File: src/rtl/i3c_bus_harness_timed.sv
// Cycle-timed I3C bus resolver: per-device delay lines, wired-AND SDA/SCL with
// open-drain rise modelling, push-pull shortcut and SDA contention counting.
module i3c_bus_harness_timed #(
  parameter int NumDevices = 3,
  parameter int MaxDelay   = 15,
  parameter int DelayW     = $clog2(MaxDelay + 1),
  parameter int RiseW      = 8,
  parameter int CntW       = 16
) (
  input  logic                         clk_i,
  input  logic                         rst_i,
  input  logic [NumDevices-1:0]        sda_i,
  input  logic [NumDevices-1:0]        scl_i,
  input  logic [NumDevices-1:0]        sel_od_pp_i,
  input  logic [NumDevices*DelayW-1:0] dly_cfg_i,
  input  logic [RiseW-1:0]             rise_cfg_i,
  input  logic                         clear_i,
  output logic                         sda_o,
  output logic                         scl_o,
  output logic                         contention_o,
  output logic [CntW-1:0]              contention_cnt_o
);

  localparam int Depth   = MaxDelay + 1;
  localparam int LineSda = 0;
  localparam int LineScl = 1;

  typedef enum logic [1:0] {
    ST_HIGH,
    ST_LOW,
    ST_RISING
  } line_state_e;

  logic [Depth-1:0]      r_sda_dl [NumDevices];
  logic [Depth-1:0]      r_scl_dl [NumDevices];
  logic [NumDevices-1:0] w_sda_del;
  logic [NumDevices-1:0] w_scl_del;
  logic [1:0]            w_any_low;
  logic [1:0]            w_pp_high;
  logic                  w_contention;
  line_state_e           r_state    [2];
  logic [RiseW-1:0]      r_rise_cnt [2];
  logic [RiseW-1:0]      r_rise_tgt [2];
  logic                  r_contention;
  logic [CntW-1:0]       r_cnt;

  function automatic logic [DelayW-1:0] sat_tap(input logic [DelayW-1:0] d);
    return (d > DelayW'(MaxDelay)) ? DelayW'(MaxDelay) : d;
  endfunction

  // NOTE: the delay taps are plain flops rather than a RAM, so they can and must
  // be reset to the released level; otherwise stale lows would replay after reset.
  always_ff @(posedge clk_i or posedge rst_i) begin
    if (rst_i) begin
      for (int k = 0; k < NumDevices; k++) begin
        r_sda_dl[k] <= '1;
        r_scl_dl[k] <= '1;
      end
    end else begin
      for (int k = 0; k < NumDevices; k++) begin
        r_sda_dl[k] <= (r_sda_dl[k] << 1) | Depth'(sda_i[k]);
        r_scl_dl[k] <= (r_scl_dl[k] << 1) | Depth'(scl_i[k]);
      end
    end
  end

  // NOTE: defaults first so every path assigns every bit and no latch is inferred.
  always_comb begin
    w_sda_del = '1;
    w_scl_del = '1;
    for (int k = 0; k < NumDevices; k++) begin
      w_sda_del[k] = r_sda_dl[k][sat_tap(dly_cfg_i[k*DelayW +: DelayW])];
      w_scl_del[k] = r_scl_dl[k][sat_tap(dly_cfg_i[k*DelayW +: DelayW])];
    end
  end

  assign w_any_low[LineSda] = ~&w_sda_del;
  assign w_any_low[LineScl] = ~&w_scl_del;
  assign w_pp_high[LineSda] = |(w_sda_del & sel_od_pp_i);
  assign w_pp_high[LineScl] = |(w_scl_del & sel_od_pp_i);
  assign w_contention       = w_pp_high[LineSda] & w_any_low[LineSda];

  // NOTE: all state updates use non-blocking assignments so both lines and the
  // counter see the same pre-edge values regardless of statement order.
  always_ff @(posedge clk_i or posedge rst_i) begin
    if (rst_i) begin
      for (int l = 0; l < 2; l++) begin
        r_state[l]    <= ST_HIGH;
        r_rise_cnt[l] <= '0;
        r_rise_tgt[l] <= '0;
      end
    end else begin
      for (int l = 0; l < 2; l++) begin
        if (w_any_low[l]) begin
          r_state[l]    <= ST_LOW;
          r_rise_cnt[l] <= '0;
        end else begin
          case (r_state[l])
            ST_LOW: begin
              if (w_pp_high[l] || rise_cfg_i == '0) begin
                r_state[l] <= ST_HIGH;
              end else begin
                r_state[l]    <= ST_RISING;
                r_rise_tgt[l] <= rise_cfg_i;
                r_rise_cnt[l] <= RiseW'(1);
              end
            end
            ST_RISING: begin
              // A push-pull driver overrides the remaining open-drain rise time.
              if (w_pp_high[l] || r_rise_cnt[l] == r_rise_tgt[l]) begin
                r_state[l] <= ST_HIGH;
              end else begin
                r_rise_cnt[l] <= r_rise_cnt[l] + RiseW'(1);
              end
            end
            default: r_state[l] <= ST_HIGH;
          endcase
        end
      end
    end
  end

  always_ff @(posedge clk_i or posedge rst_i) begin
    if (rst_i) begin
      r_contention <= 1'b0;
      r_cnt        <= '0;
    end else begin
      r_contention <= w_contention;
      if (clear_i) begin
        r_cnt <= CntW'(w_contention);
      end else if (w_contention && !(&r_cnt)) begin
        r_cnt <= r_cnt + CntW'(1);
      end
    end
  end

  assign sda_o            = (r_state[LineSda] == ST_HIGH);
  assign scl_o            = (r_state[LineScl] == ST_HIGH);
  assign contention_o     = r_contention;
  assign contention_cnt_o = r_cnt;

endmodule

File: config.mk
export PLATFORM = sky130hd
export DESIGN_NAME = i3c_bus_harness_timed
export DESIGN_NICKNAME = d
export VERILOG_FILES = /design/src/rtl/i3c_bus_harness_timed.sv
export SDC_FILE = /design/constraint.sdc
export NUM_CORES = 1
export LEC_CHECK = 0
export ABC_CLOCK_PERIOD_IN_PS = 5100
export CORE_MARGIN = 5
export CORE_UTILIZATION = 58
export CTS_CLUSTER_DIAMETER = 100
export CTS_CLUSTER_SIZE = 8
export DETAILED_ROUTE_END_ITERATION = 8
export HOLD_SLACK_MARGIN = 0.02
export MAX_ROUTING_LAYER = met4
export PLACE_DENSITY_LB_ADDON = 0.12
export SETUP_SLACK_MARGIN = 0.05
export SLEW_MARGIN = 10
export SYNTH_ARGS = -nofsm -noshare
export SYNTH_HDL_FRONTEND = slang
export SYNTH_SLANG_ARGS = --single-unit
File: constraint.sdc
create_clock -name clk_i -period 5.1 [get_ports clk_i]
set_clock_uncertainty 0.15 [all_clocks]
set_input_delay 0.765 -clock clk_i [delete_from_list [all_inputs] [get_ports clk_i]]
set_output_delay 0.765 -clock clk_i [all_outputs]
set_load 0.03 [all_outputs]
After elaboration in Yosys (flattened, before gate mapping):

Cells that the tools add are included.

* register bits: 149
* bits in read-only memories: 0
* latch bits: 0
* logic and storage cells: 101
* memories: 0
* input bits: 32
* memory bits (writable): 0

* order comparisons: 6
* add/sub/neg operators: 3
* reductions and logical operators: 20
* equal/unequal tests: 14
* bitwise logic cells: 11
* shift-type cells: 0
* div/mod/pow operators: 0
* multipliers: 0
* muxes and demuxes: 33

Operators with widths (number)
* 16-bit by 1-bit OR with 16-bit output: 6
* 8-bit two-way mux: 6
* 16-bit two-way mux: 2
* 8-bit one-hot mux with 2 select lines: 2
* 1-bit binary-select mux with 4-bit select: 6
* 3-bit inequality test, second input constant: 6
* 16-bit by 1-bit adder with 16-bit output, second input constant: 1
* 8-bit by 1-bit adder with 8-bit output, second input constant: 2
* 8-bit == test: 2
* 16-bit AND reduction: 1
* 4-bit by 5-bit < comparator with 1-bit output, second input constant: 3
* 4-bit greater-than comparator, second input constant: 3
* 2-bit two-way mux: 6
* 4-bit two-way mux: 3
* 3-bit AND reduction: 4
* 5-bit AND reduction: 2
* 8-bit logical NOT: 1
* 2-bit one-hot mux with 2 select lines: 2
* 3-bit AND: 2
* 1-bit two-way mux: 6
* 3-bit by 1-bit inequality test with 1-bit output, second input constant: 2
* 3-bit OR reduction: 2
* 2-bit by 1-bit == test with 1-bit output, second input constant: 2
* 2-bit == test, second input constant: 2
* 7 further kinds: 13

Longest topological paths before layout:

Gate-level depths: netlist of run 1.

* word-level depth: 10
* depth in mapped cells: 10
* mapped depth without buffers: 8

Worst setup path before layout of run 1:

No wires, ideal clock.

* kind: input -> register
* start point: input dly_cfg_i[0]
* end point: register r_rise_tgt[12] in the netlist's numbering
* setup slack: 1.664 ns
* data arrival time: 3.162 ns
* setup time: 0.125 ns
* stages on the path: 9
* path through: buf_2 -> mux4_2 -> a22o_1 -> a41o_1 -> a222oi_1 -> buf_2 -> nor4bb_1 -> buf_2 -> mux2_2

* longest elaborated chain between the ends: 9

Ends and longest elaborated chain
* from (decl): line 15 `input logic [NumDevices*DelayW-1:0] dly_cfg_i,`
* 4-bit greater-than comparator: line 48 `return (d > DelayW'(MaxDelay)) ? DelayW'(MaxDelay) : d;`
* 4-bit two-way mux (*): line 48
* 1-bit binary-select mux with 4-bit select (*): line 72 `w_sda_del[k] = r_sda_dl[k][sat_tap(dly_cfg_i[k*DelayW +: DelayW])];`
* 1-bit two-way mux (not written as such) (*): line 72
* 3-bit AND: line 79 `assign w_pp_high[LineSda] = |(w_sda_del & sel_od_pp_i);`
* 3-bit OR reduction: line 79
* 1-bit logical OR: line 100 `if (w_pp_high[l] || rise_cfg_i == '0) begin`
* 1-bit inverter (no source line)
* 5-bit AND reduction (no source line) (*)
* to (signal, indexed assignment): line 104 `r_rise_tgt[l] <= rise_cfg_i;`
* to (decl): line 43 `logic [RiseW-1:0] r_rise_tgt [2];`

Every way passes the cells marked *; elsewhere a longest branch is shown, timed or not. The select of a mux whose other input is x is not followed.
A chain may end at the register's enable or synchronous reset.

Final worst setup path of run 1:

* start point: input dly_cfg_i[8]
* end point: register r_rise_tgt[5] in the netlist's numbering

* longest elaborated chain between the ends: 9

Ends and longest elaborated chain
* 4-bit greater-than comparator: line 48
* 4-bit two-way mux (*): line 48
* 1-bit binary-select mux with 4-bit select (*): line 73 `w_scl_del[k] = r_scl_dl[k][sat_tap(dly_cfg_i[k*DelayW +: DelayW])];`
* 1-bit two-way mux (not written as such) (*): line 73
* 3-bit AND: line 80 `assign w_pp_high[LineScl] = |(w_scl_del & sel_od_pp_i);`
* 3-bit OR reduction: line 80
* 1-bit logical OR: line 100
* 1-bit inverter (no source line)
* 5-bit AND reduction (no source line) (*)

Marked as above.

==> results of run 1 <==
## cell usage after synthesis, types with 3 or more instances
master / number
a31oi_1: 3
xor2_1: 6
o21ai_0: 9
mux2_2: 9
nand2_1: 16
o31ai_1: 3
xnor2_1: 16
nor2b_1: 13
clkbuf_1: 9
a21oi_1: 14
mux4_1: 5
a211oi_1: 3
nand3_1: 14
buf_2: 5
nor2_1: 33
nand4b_1: 4
and3_1: 7
dfstp_2: 96
nand2b_1: 7
nor3_1: 5
mux2i_1: 11
ha_1: 3
mux2_4: 8
nand4_1: 10
inv_1: 10
nor4_1: 3
dfrtp_1: 53
or4_1: 4
mux4_2: 20
and4_1: 3
mux2_1: 8
## final cells by class
type	instances	share of cell area
Timing Repair Buffer	55	0.0723
Clock inverter	12	0.0185
Inverter	11	0.00622
Sequential cell	149	0.517
Tap cell	136	0.0229
Multi-Input combinational cell	261	0.300
Clock buffer	20	0.0627
## cells in the final DEF, fill, tap and decap left out, types with 4 or more instances in the layout
cell / count
a21oi_1: 14
and3_1: 7
buf_4: 5
clkbuf_16: 17
clkdlybuf4s50_1: 50
dfrtp_1: 53
dfstp_2: 96
inv_1: 9
inv_6: 5
mux2_1: 8
mux2_2: 9
mux2_4: 8
mux2i_1: 11
mux4_1: 5
mux4_2: 20
nand2_1: 16
nand2b_1: 7
nand3_1: 14
nand4_1: 10
nand4b_1: 4
nor2_1: 33
nor2b_1: 13
nor3_1: 5
o21ai_0: 9
or4_1: 4
xnor2_1: 16
xor2_1: 6
## sequential cells by signal, indices dropped and copies added (netlist names)
name	count
r_scl_dl	48
r_sda_dl	48
contention_cnt_o	16
r_rise_cnt	16
r_rise_tgt	16
r_state	4
contention_o	1
## metrics by stage
step / instances / area [µm²] / utilization
after floorplan: 439 / 6220 / -
after global placement: 612 / 6840 / 0.659
after detailed placement: 612 / 6840 / 0.659
after CTS: 644 / 7440 / 0.718
after global routing: 644 / 7440 / 0.718
final: 644 / 7440 / 0.718
## per-layer routing
| layer | up-vias | track usage | share of wire |
|---|---|---|---|
| met5 | - | - | 0 |
| met4 | 0 | 0.0737 | 0.015 |
| met3 | 14 | 0.0531 | 0.035 |
| met2 | 81 | 0.309 | 0.49 |
| met1 | 1947 | 0.278 | 0.46 |
| li1 | 1714 | - | - |
## power by group
group | switching [µW] | internal (µW) | leakage, µW | total, µW
logic | 185 | 216 | 0.000997 | 400
registers | 84.7 | 1330 | 0.00171 | 1410
clock network | 497 | 759 | 0.000299 | 1260
total | 766 | 2300 | 0.00300 | 3070
## worst min path at each step
stage | start | to | slack, ns | cells past startpoint
finish | r_sda_dl[39]$_DFF_PP1_ | r_sda_dl[40]$_DFF_PP1_ | 0.21 | 0
global route | r_scl_dl[34]$_DFF_PP1_ | r_scl_dl[35]$_DFF_PP1_ | 0.21 | 0
CTS | r_sda_dl[36]$_DFF_PP1_ | r_sda_dl[37]$_DFF_PP1_ | 0.21 | 0
detailed placement | r_scl_dl[4]$_DFF_PP1_ | r_scl_dl[5]$_DFF_PP1_ | 0.20 | 0
global placement | r_scl_dl[22]$_DFF_PP1_ | r_scl_dl[23]$_DFF_PP1_ | 0.20 | 0
floorplan | r_scl_dl[9]$_DFF_PP1_ | r_scl_dl[10]$_DFF_PP1_ | 0.20 | 0
## logic make-up (layout without fill, tap and decap cells)
family / after synthesis / in the layout / share of synthesized area
AOI/OAI and AO/OA: 45 / 45 / 0.0471
xor gates and xnor gates: 22 / 22 / 0.0310
adders and majority gates: 3 / 3 / 0.00604
buffers and inverters: 29 / 98 / 0.0215
DFF: 149 / 149 / 0.619
muxes: 61 / 61 / 0.161
and+or+nand+nor: 130 / 130 / 0.114
==> reports/qor.yml, run 1 <==
grt_start_max_net_pins: 110
path_cells: "clkdlybuf4s50_1 -> mux4_1 -> mux4_2 -> a222oi_1 -> buf_4 -> nand2_2 -> or2_1 -> mux2_4"
synthArstFlopShare: 1.00
syn_nets: 474
clock_latency_ns: 0.52
synthDistinctLibCells: 54
dp_slack_ns: 0.762
start_util: 0.600
worst-path-max-fanout: 9
cts_hold_buf: 0
regArea_um2: 3850
cts.sinks: 149
place.gp.congestion: 0.823
finalNetCount: 530
setup_viol: 0
ios: 51
cts.clk_slew.worst_paths_ns: 0.07
dpl.hpwl_um: 7870
critPathRequiredTime_ns: 5.35
finalSetupTns_ns: 0
critPathCapture: "r_rise_tgt[5]$_DFFE_PP0P_"
htreeDepth: 4
root_buffer: "clkbuf_8"
cp.depth: 8
antenna_left: 0
cts-buffers-inserted: 17
grt_pass1_wl_um: 20300
die_area_um2: 12900
syn_inst: 439
drcViolationCount: 0
ir_drop_v: 0.000345
syn_to_final_growth_pct: 19.7
crit_start: "dly_cfg_i[8]"
clockBufferDepth: 2
die_w_um: 114
fmax_mhz: 261
num_vias: 3756
synth.top_cell.area_share: 0.406
post-route-min-period_ns: 3.82
r2r_slack_ns: 2.01
min_period_over_period: 0.750
first_pass_iters: 4
worstPathArrival_ns: 4.08
max-cap-violations: 0
relSlewSlack: 0.384
rsz0062_at_grt: "no"
synth_area_per_cell_um2: 14.2
ys.flop_type: "dfstp_2"
drt_wl_total_um: 11900
p_per_area_nw_per_um2: 413
static-leakage-power_uw: 0.00300
drt-initial-drc-count: 197
total_power_uw: 3070
ys_seq_area_frac: 0.619
avgViaCountPerCell: 5.83
cpMaxStageDelayCell: "clkdlybuf4s50_1"
outcome: "finished, final reports clean"
reg2reg_from: "r_scl_dl[13]$_DFF_PP1_"
postCtsSetupBuffers: 0
drv_slew: 0
path_buf_inv: 2
ff2ff_path_depth: 7
antenna_found_initial: 0
diodes: 0
cts_tree: "done"
critPathCaptureType: "flip-flop"
layout_setup_ws_ns: 1.28
layout-drive-gt1-share: 0.343
cts-resized-gates: 0
core-area_um2: 10400
row_count: 37
multiInputGateArea_um2: 2230
yosysWarnings: 0
port_buffers: 50
fin_hold_ws_ns: 0.210
cpPeakStageDelay_ns: 0.73
synth_edf_count: 0
worst_pin_slew_ns: 0.925
cp_top_family: "multiplexers"
grt_pass1_vias: 4018
overflow: 0
die_y_um: 114
grt_util_all_layers: 0.207
yosys.area.top_type: "dfstp_2"
reg2reg_to: "r_rise_tgt[5]$_DFFE_PP0P_"
start_kind: "input port"
hold_viol_final: 0
ys_top_cells_by_area: "dfstp_2 (41%), dfrtp_1 (21%), mux4_2 (7.2%)"
fillers: 714
critPathKind: "in -> reg"
hp-class: "reg -> reg"
netlist_area_um2: 6220
wl_per_cell_um: 18.4
synth_seq_cells: 149
Note: power is estimated with default switching activity, not from simulation.
==> run 2, diff against run 1 <==
--- a/config.mk
+++ b/config.mk
@@ -5,7 +5,7 @@
 export SDC_FILE = /design/constraint.sdc
 export NUM_CORES = 1
 export LEC_CHECK = 0
-export ABC_CLOCK_PERIOD_IN_PS = 5100
+export ABC_CLOCK_PERIOD_IN_PS = 3570
 export CORE_MARGIN = 5
 export CORE_UTILIZATION = 58
 export CTS_CLUSTER_DIAMETER = 100
==> constraint.sdc (replaced) <==
create_clock -name clk_i -period 3.57 [get_ports clk_i]
set_clock_uncertainty 0.15 [all_clocks]
set_input_delay 0.5355 -clock clk_i [delete_from_list [all_inputs] [get_ports clk_i]]
set_output_delay 0.5355 -clock clk_i [all_outputs]
set_load 0.03 [all_outputs]
==> reports/qor.yml, run 2 (synthesis gave the netlist of run 1 again) <==
p_per_area_nw_per_um2: 561  # +36%
clockBufferDepth: 2  # unchanged
outcome: "finished, final reports clean"
instances_no_fill: 663  # +3.0%
post-route-min-period_ns: 3.43
start_kind: "input port"
start_util: 0.600  # unchanged
grt_pass1_vias: 3999  # -0.47%
antenna_left: 0  # unchanged
relSlewSlack: 0.370  # -0.0133
min_period_over_period: 0.961
rsz0062_at_grt: "no"
die_area_um2: 12900  # unchanged
cts-resized-gates: 0  # unchanged
setup_viol: 0  # unchanged
ios: 51  # unchanged
first_pass_iters: 4  # unchanged
seqPwrFrac: 0.478  # +0.018
overflow: 0  # unchanged
row_count: 37  # unchanged
clock_latency_ns: 0.53  # about the same
die_w_um: 114  # unchanged
core-area_um2: 10400  # unchanged
worst-path-max-fanout: 8  # -1
critPathCaptureType: "flip-flop"
avgViaCountPerCell: 5.76  # -1.2%
path_cells: "clkdlybuf4s50_1 -> mux4_1 -> mux4_2 -> a222oi_1 -> buf_4 -> nand2_2 -> or2_1 -> mux2_4"
top_regs: "r_scl_dl (48), r_sda_dl (48)"
max-cap-violations: 0  # unchanged
place.gp.congestion: 0.845  # +2.7%
p_int_uw: 3150  # +37%
root_buffer: "clkbuf_8"
fin_hold_ws_ns: 0.210  # +0.000132 ns
finalSetupTns_ns: 0  # unchanged
layout-drive-gt1-share: 0.364  # +0.0218
cpPeakStageDelay_ns: 0.61  # -0.12 ns
num_vias: 3820  # +1.7%
power_switching_share: 0.254  # +0.00467
diodes: 0  # unchanged
hold_viol_final: 0  # unchanged
finalNetCount: 550  # +3.8%
syn_to_final_growth_pct: 21.1
antenna_found_initial: 0  # unchanged
postCtsSetupBuffers: 0  # unchanged
clkPwrFrac: 0.376  # -0.033
hp-class: "reg -> reg"
pwr-share-comb: 0.146  # +0.016
critPathRequiredTime_ns: 3.83  # -1.52 ns
final_common_cell: "dfstp_2"
fmax_mhz: 292
cts_tree: "done"
die_y_um: 114  # unchanged
ir_drop_v: 0.000485  # +41%
htreeDepth: 4  # unchanged
drv_slew: 0  # unchanged
wl_per_cell_um: 18.2  # -1.5%
fillers: 673  # -5.7%
cpMaxStageDelayCell: "clkdlybuf4s50_1"
grt_start_max_net_pins: 150  # +36%
p_sw_uw: 1070  # +40%
drt_wl_total_um: 12000  # +1.4%
dpl.hpwl_um: 7930  # +0.84%
worstPathArrival_ns: 3.68  # -0.40 ns
worst_pin_slew_ns: 0.942  # +0.0170 ns
total_power_uw: 4220  # +37%
placed_cells: 632  # +3.3%
critPathKind: "in -> reg"
static-leakage-power_uw: 0.00306  # +1.9%
final_cell_mix: "dfstp_2 (96), dfrtp_1 (53), clkdlybuf4s50_1 (50)"
cts.sinks: 149  # unchanged
cts-buffers-inserted: 17  # unchanged
grt_util_all_layers: 0.208  # +0.00135
cts_hold_buf: 0  # unchanged
grt_pass1_wl_um: 20500  # +0.85%
port_buffers: 50  # unchanged
cts.clk_slew.worst_paths_ns: 0.06  # about the same
drt-initial-drc-count: 223  # +13%
drcViolationCount: 0  # unchanged
## run 2: metal layers
metal,vias up,GRT usage,wire length [µm]
li1,1751,-,-
met1,1960,0.280,5520
met2,85,0.313,5830
met3,24,0.0493,473
met4,0,0.0769,213
met5,-,-,0
## run 2: worst max-delay path, delay by kind of cell
kind,cells,cell delay (ns)
muxes,3,1.47
buffers and inverters,2,0.80
and+or+nand+nor,2,0.44
AOI/OAI and AO/OA,1,0.42
## run 2: power by group through the flow
stage / combinational, µW / clock, µW / sequential, µW
3_5_place_dp: 613 / 0 / 2040
6_report: 617 / 1590 / 2020
4_1_cts: 621 / 1620 / 2020
3_3_place_gp: 594 / 0 / 2040
2_1_floorplan: 411 / 0 / 2020
5_1_grt: 671 / 1700 / 2040
## run 2: area by class of cell
type                            count  area [µm²]  share of cell area
Timing Repair Buffer               75         701              0.0931
Clock inverter                     10        71.3             0.00947
Tap cell                          136         170              0.0226
Inverter                           11        45.0             0.00598
Multi-Input combinational cell    261        2230               0.297
Sequential cell                   149        3850               0.511
Clock buffer                       21         459              0.0610
## run 2: stage by stage
step                       util  setup WS, ns  area [µm²]
after detailed placement  0.675        -0.310        7000
final                     0.726         0.141        7530
after CTS                 0.726         0.218        7530
after global routing      0.726         0.114        7530
after global placement    0.675        -0.243        7000
after floorplan               -         0.363        6220
## run 2: final timing paths
kind | slack, ns | cells after the start | end | from
setup / recovery | 0.14 | 8 | r_rise_tgt[5]$_DFFE_PP0P_ | dly_cfg_i[8]
hold / removal | 0.21 | 0 | r_sda_dl[7]$_DFF_PP1_ | r_sda_dl[6]$_DFF_PP1_
setup reg to reg | 0.49 | 7 | r_rise_tgt[5]$_DFFE_PP0P_ | r_scl_dl[9]$_DFF_PP1_
hold reg to reg | 0.21 | 0 | r_sda_dl[7]$_DFF_PP1_ | r_sda_dl[6]$_DFF_PP1_
max in group asynchronous | 2.28 | 3 | r_rise_cnt[3]$_DFFE_PP0P_ | rst_i
min in group asynchronous | 0.42 | 3 | r_rise_cnt[11]$_DFFE_PP0P_ | rst_i
==> run 3, diff against run 2 <==
--- a/config.mk
+++ b/config.mk
@@ -11,6 +11,7 @@
 export CTS_CLUSTER_DIAMETER = 100
 export CTS_CLUSTER_SIZE = 8
 export DETAILED_ROUTE_END_ITERATION = 8
+export GPL_TIMING_DRIVEN = 0
 export HOLD_SLACK_MARGIN = 0.02
 export MAX_ROUTING_LAYER = met4
 export PLACE_DENSITY_LB_ADDON = 0.12
==> reports/qor.yml, run 3 (synthesis gave the netlist of run 1 again) <==
layout-drive-gt1-share: 0.347  # -0.0174
clkPwrFrac: 0.396  # +0.020
antenna_found_initial: 0  # unchanged
worstPathArrival_ns: 3.51  # -0.17 ns
crit_start: "dly_cfg_i[11]"
die_area_um2: 12900  # unchanged
fillers: 688  # +2.2%
total_power_uw: 4310  # +2.0%
setup_viol: 0  # unchanged
root_buffer: "clkbuf_8"
top_regs: "r_scl_dl (48), r_sda_dl (48)"
critPathCaptureType: "flip-flop"
ir_drop_v: 0.000356  # -27%
hp-class: "reg -> reg"
row_count: 37  # unchanged
worst_pin_slew_ns: 0.716  # -0.226 ns
dpl_cell_area_um2: 6880  # -1.7%
diodes: 0  # unchanged
static-leakage-power_uw: 0.00301  # -1.7%
dpl.hpwl_um: 7890  # -0.55%
seqPwrFrac: 0.468  # -0.010
outcome: "finished, final reports clean"
num_vias: 3771  # -1.3%
grt_pass1_vias: 3983  # -0.40%
final_cell_mix: "dfstp_2 (96), dfrtp_1 (53), clkdlybuf4s50_1 (42)"
reg2reg_from: "r_sda_dl[29]$_DFF_PP1_"
clock_latency_ns: 0.55  # +0.02 ns
rsz0062_at_grt: "no"
core-area_um2: 10400  # unchanged
die_y_um: 114  # unchanged
cts_tree: "done"
overflow: 0  # unchanged
power_switching_share: 0.255  # +0.00126
drt-initial-drc-count: 255  # +14%
cts.clk_slew.worst_paths_ns: 0.07  # about the same
htreeDepth: 4  # unchanged
avgViaCountPerCell: 5.78  # +0.38%
pwr-share-comb: 0.136  # -0.010
grt_start_max_net_pins: 45  # -70%
start_util: 0.600  # unchanged
start_kind: "input port"
drv_slew: 0  # unchanged
fmax_mhz: 309  # +6.0%
fin_area_um2: 7450  # -1.1%
ios: 51  # unchanged
worstHoldStart: "r_sda_dl[2]$_DFF_PP1_"
die_w_um: 114  # unchanged
drcViolationCount: 0  # unchanged
relSlewSlack: 0.522  # +0.151
drt_wl_total_um: 11900  # -1.4%
place.gp.congestion: 0.852  # +0.77%
worst-path-max-fanout: 10  # +2
antenna_left: 0  # unchanged
syn_to_final_growth_pct: 19.8
critPathRequiredTime_ns: 3.85  # +0.02 ns
hold_viol_final: 0  # unchanged
final_common_cell: "dfstp_2"
grt_util_all_layers: 0.212  # +0.00365
postCtsSetupBuffers: 0  # unchanged
post-route-min-period_ns: 3.24  # -0.193 ns
grt_pass1_wl_um: 20400  # -0.23%
max-cap-violations: 0  # unchanged
cts-buffers-inserted: 17  # unchanged
port_buffers: 43  # -14%
p_sw_uw: 1100  # +2.5%
first_pass_iters: 4  # unchanged
wl_per_cell_um: 18.2  # +0.29%
finalNetCount: 539  # -2.0%
fin_util: 0.718  # -0.00784
clockBufferDepth: 2  # unchanged
cts.sinks: 149  # unchanged
p_per_area_nw_per_um2: 578  # +3.1%
min_period_over_period: 0.907  # -0.0540
p_int_uw: 3210  # +1.8%
critPathKind: "in -> reg"
run 3: final timing paths:
path / depth (start not counted) / endpoint / slack, ns
max in group asynchronous: 4 / r_scl_dl[20]$_DFF_PP1_ / 2.01
min in group asynchronous: 2 / contention_cnt_o[6]$_DFFE_PP0P_ / 0.31
setup reg to reg: 8 / r_rise_tgt[13]$_DFFE_PP0P_ / 0.37
setup / recovery: 9 / r_rise_tgt[13]$_DFFE_PP0P_ / 0.33
hold / removal: 0 / r_sda_dl[3]$_DFF_PP1_ / 0.21
hold reg to reg: 0 / r_sda_dl[3]$_DFF_PP1_ / 0.21
run 3: per-stage QoR:
step	hold slack (ns)	cells	setup TNS [ns]	setup WS, ns
global placement	0.203	618	-7.33	-0.402
CTS	0.212	652	0	0.0848
detailed placement	0.204	621	-7.48	-0.477
global route	0.211	652	0	0.135
finish	0.209	652	0	0.334
floorplan	0.201	439	0	0.363
run 3: area by class of cell:
type | instances | area, µm² | area share
Sequential cell | 149 | 3850 | 0.517
Multi-Input combinational cell | 261 | 2230 | 0.300
Timing Repair Buffer | 46 | 493 | 0.0662
Clock buffer | 17 | 414 | 0.0556
Tap cell | 136 | 170 | 0.0228
Clock inverter | 14 | 150 | 0.0202
Buffer | 18 | 92.6 | 0.0124
Inverter | 11 | 45.0 | 0.00605
run 3: per-layer routing:
metal / vias to the layer above / track usage / share of wire
met4: 0 / 0.0873 / 0.020
li1: 1726 / - / -
met2: 83 / 0.302 / 0.47
met1: 1937 / 0.289 / 0.47
met5: - / - / 0
met3: 25 / 0.0610 / 0.040
run 3: power groups by stage:
stage               registers (µW)  logic, µW  clock network (µW)
floorplan                     2020        411                   0
global placement              2030        563                   0
detailed placement            2040        586                   0
CTS                           2020        594                1740
global route                  2040        642                1830
finish                        2020        587                1700
run 3: what timing repair did:
item,CTS,global route
gates resized for setup,0,1
endpoints found under the setup margin,0,8
hold buffers,0,0
run 3: worst max-delay path: stages:
cell             delay [ns]
clkdlybuf4s50_1        0.61
mux4_2                 0.34
mux2i_1                0.26
a21oi_1                0.16
a222oi_1               0.40
buf_2                  0.30
nor4bb_1               0.28
buf_2                  0.26
mux2_2                 0.36
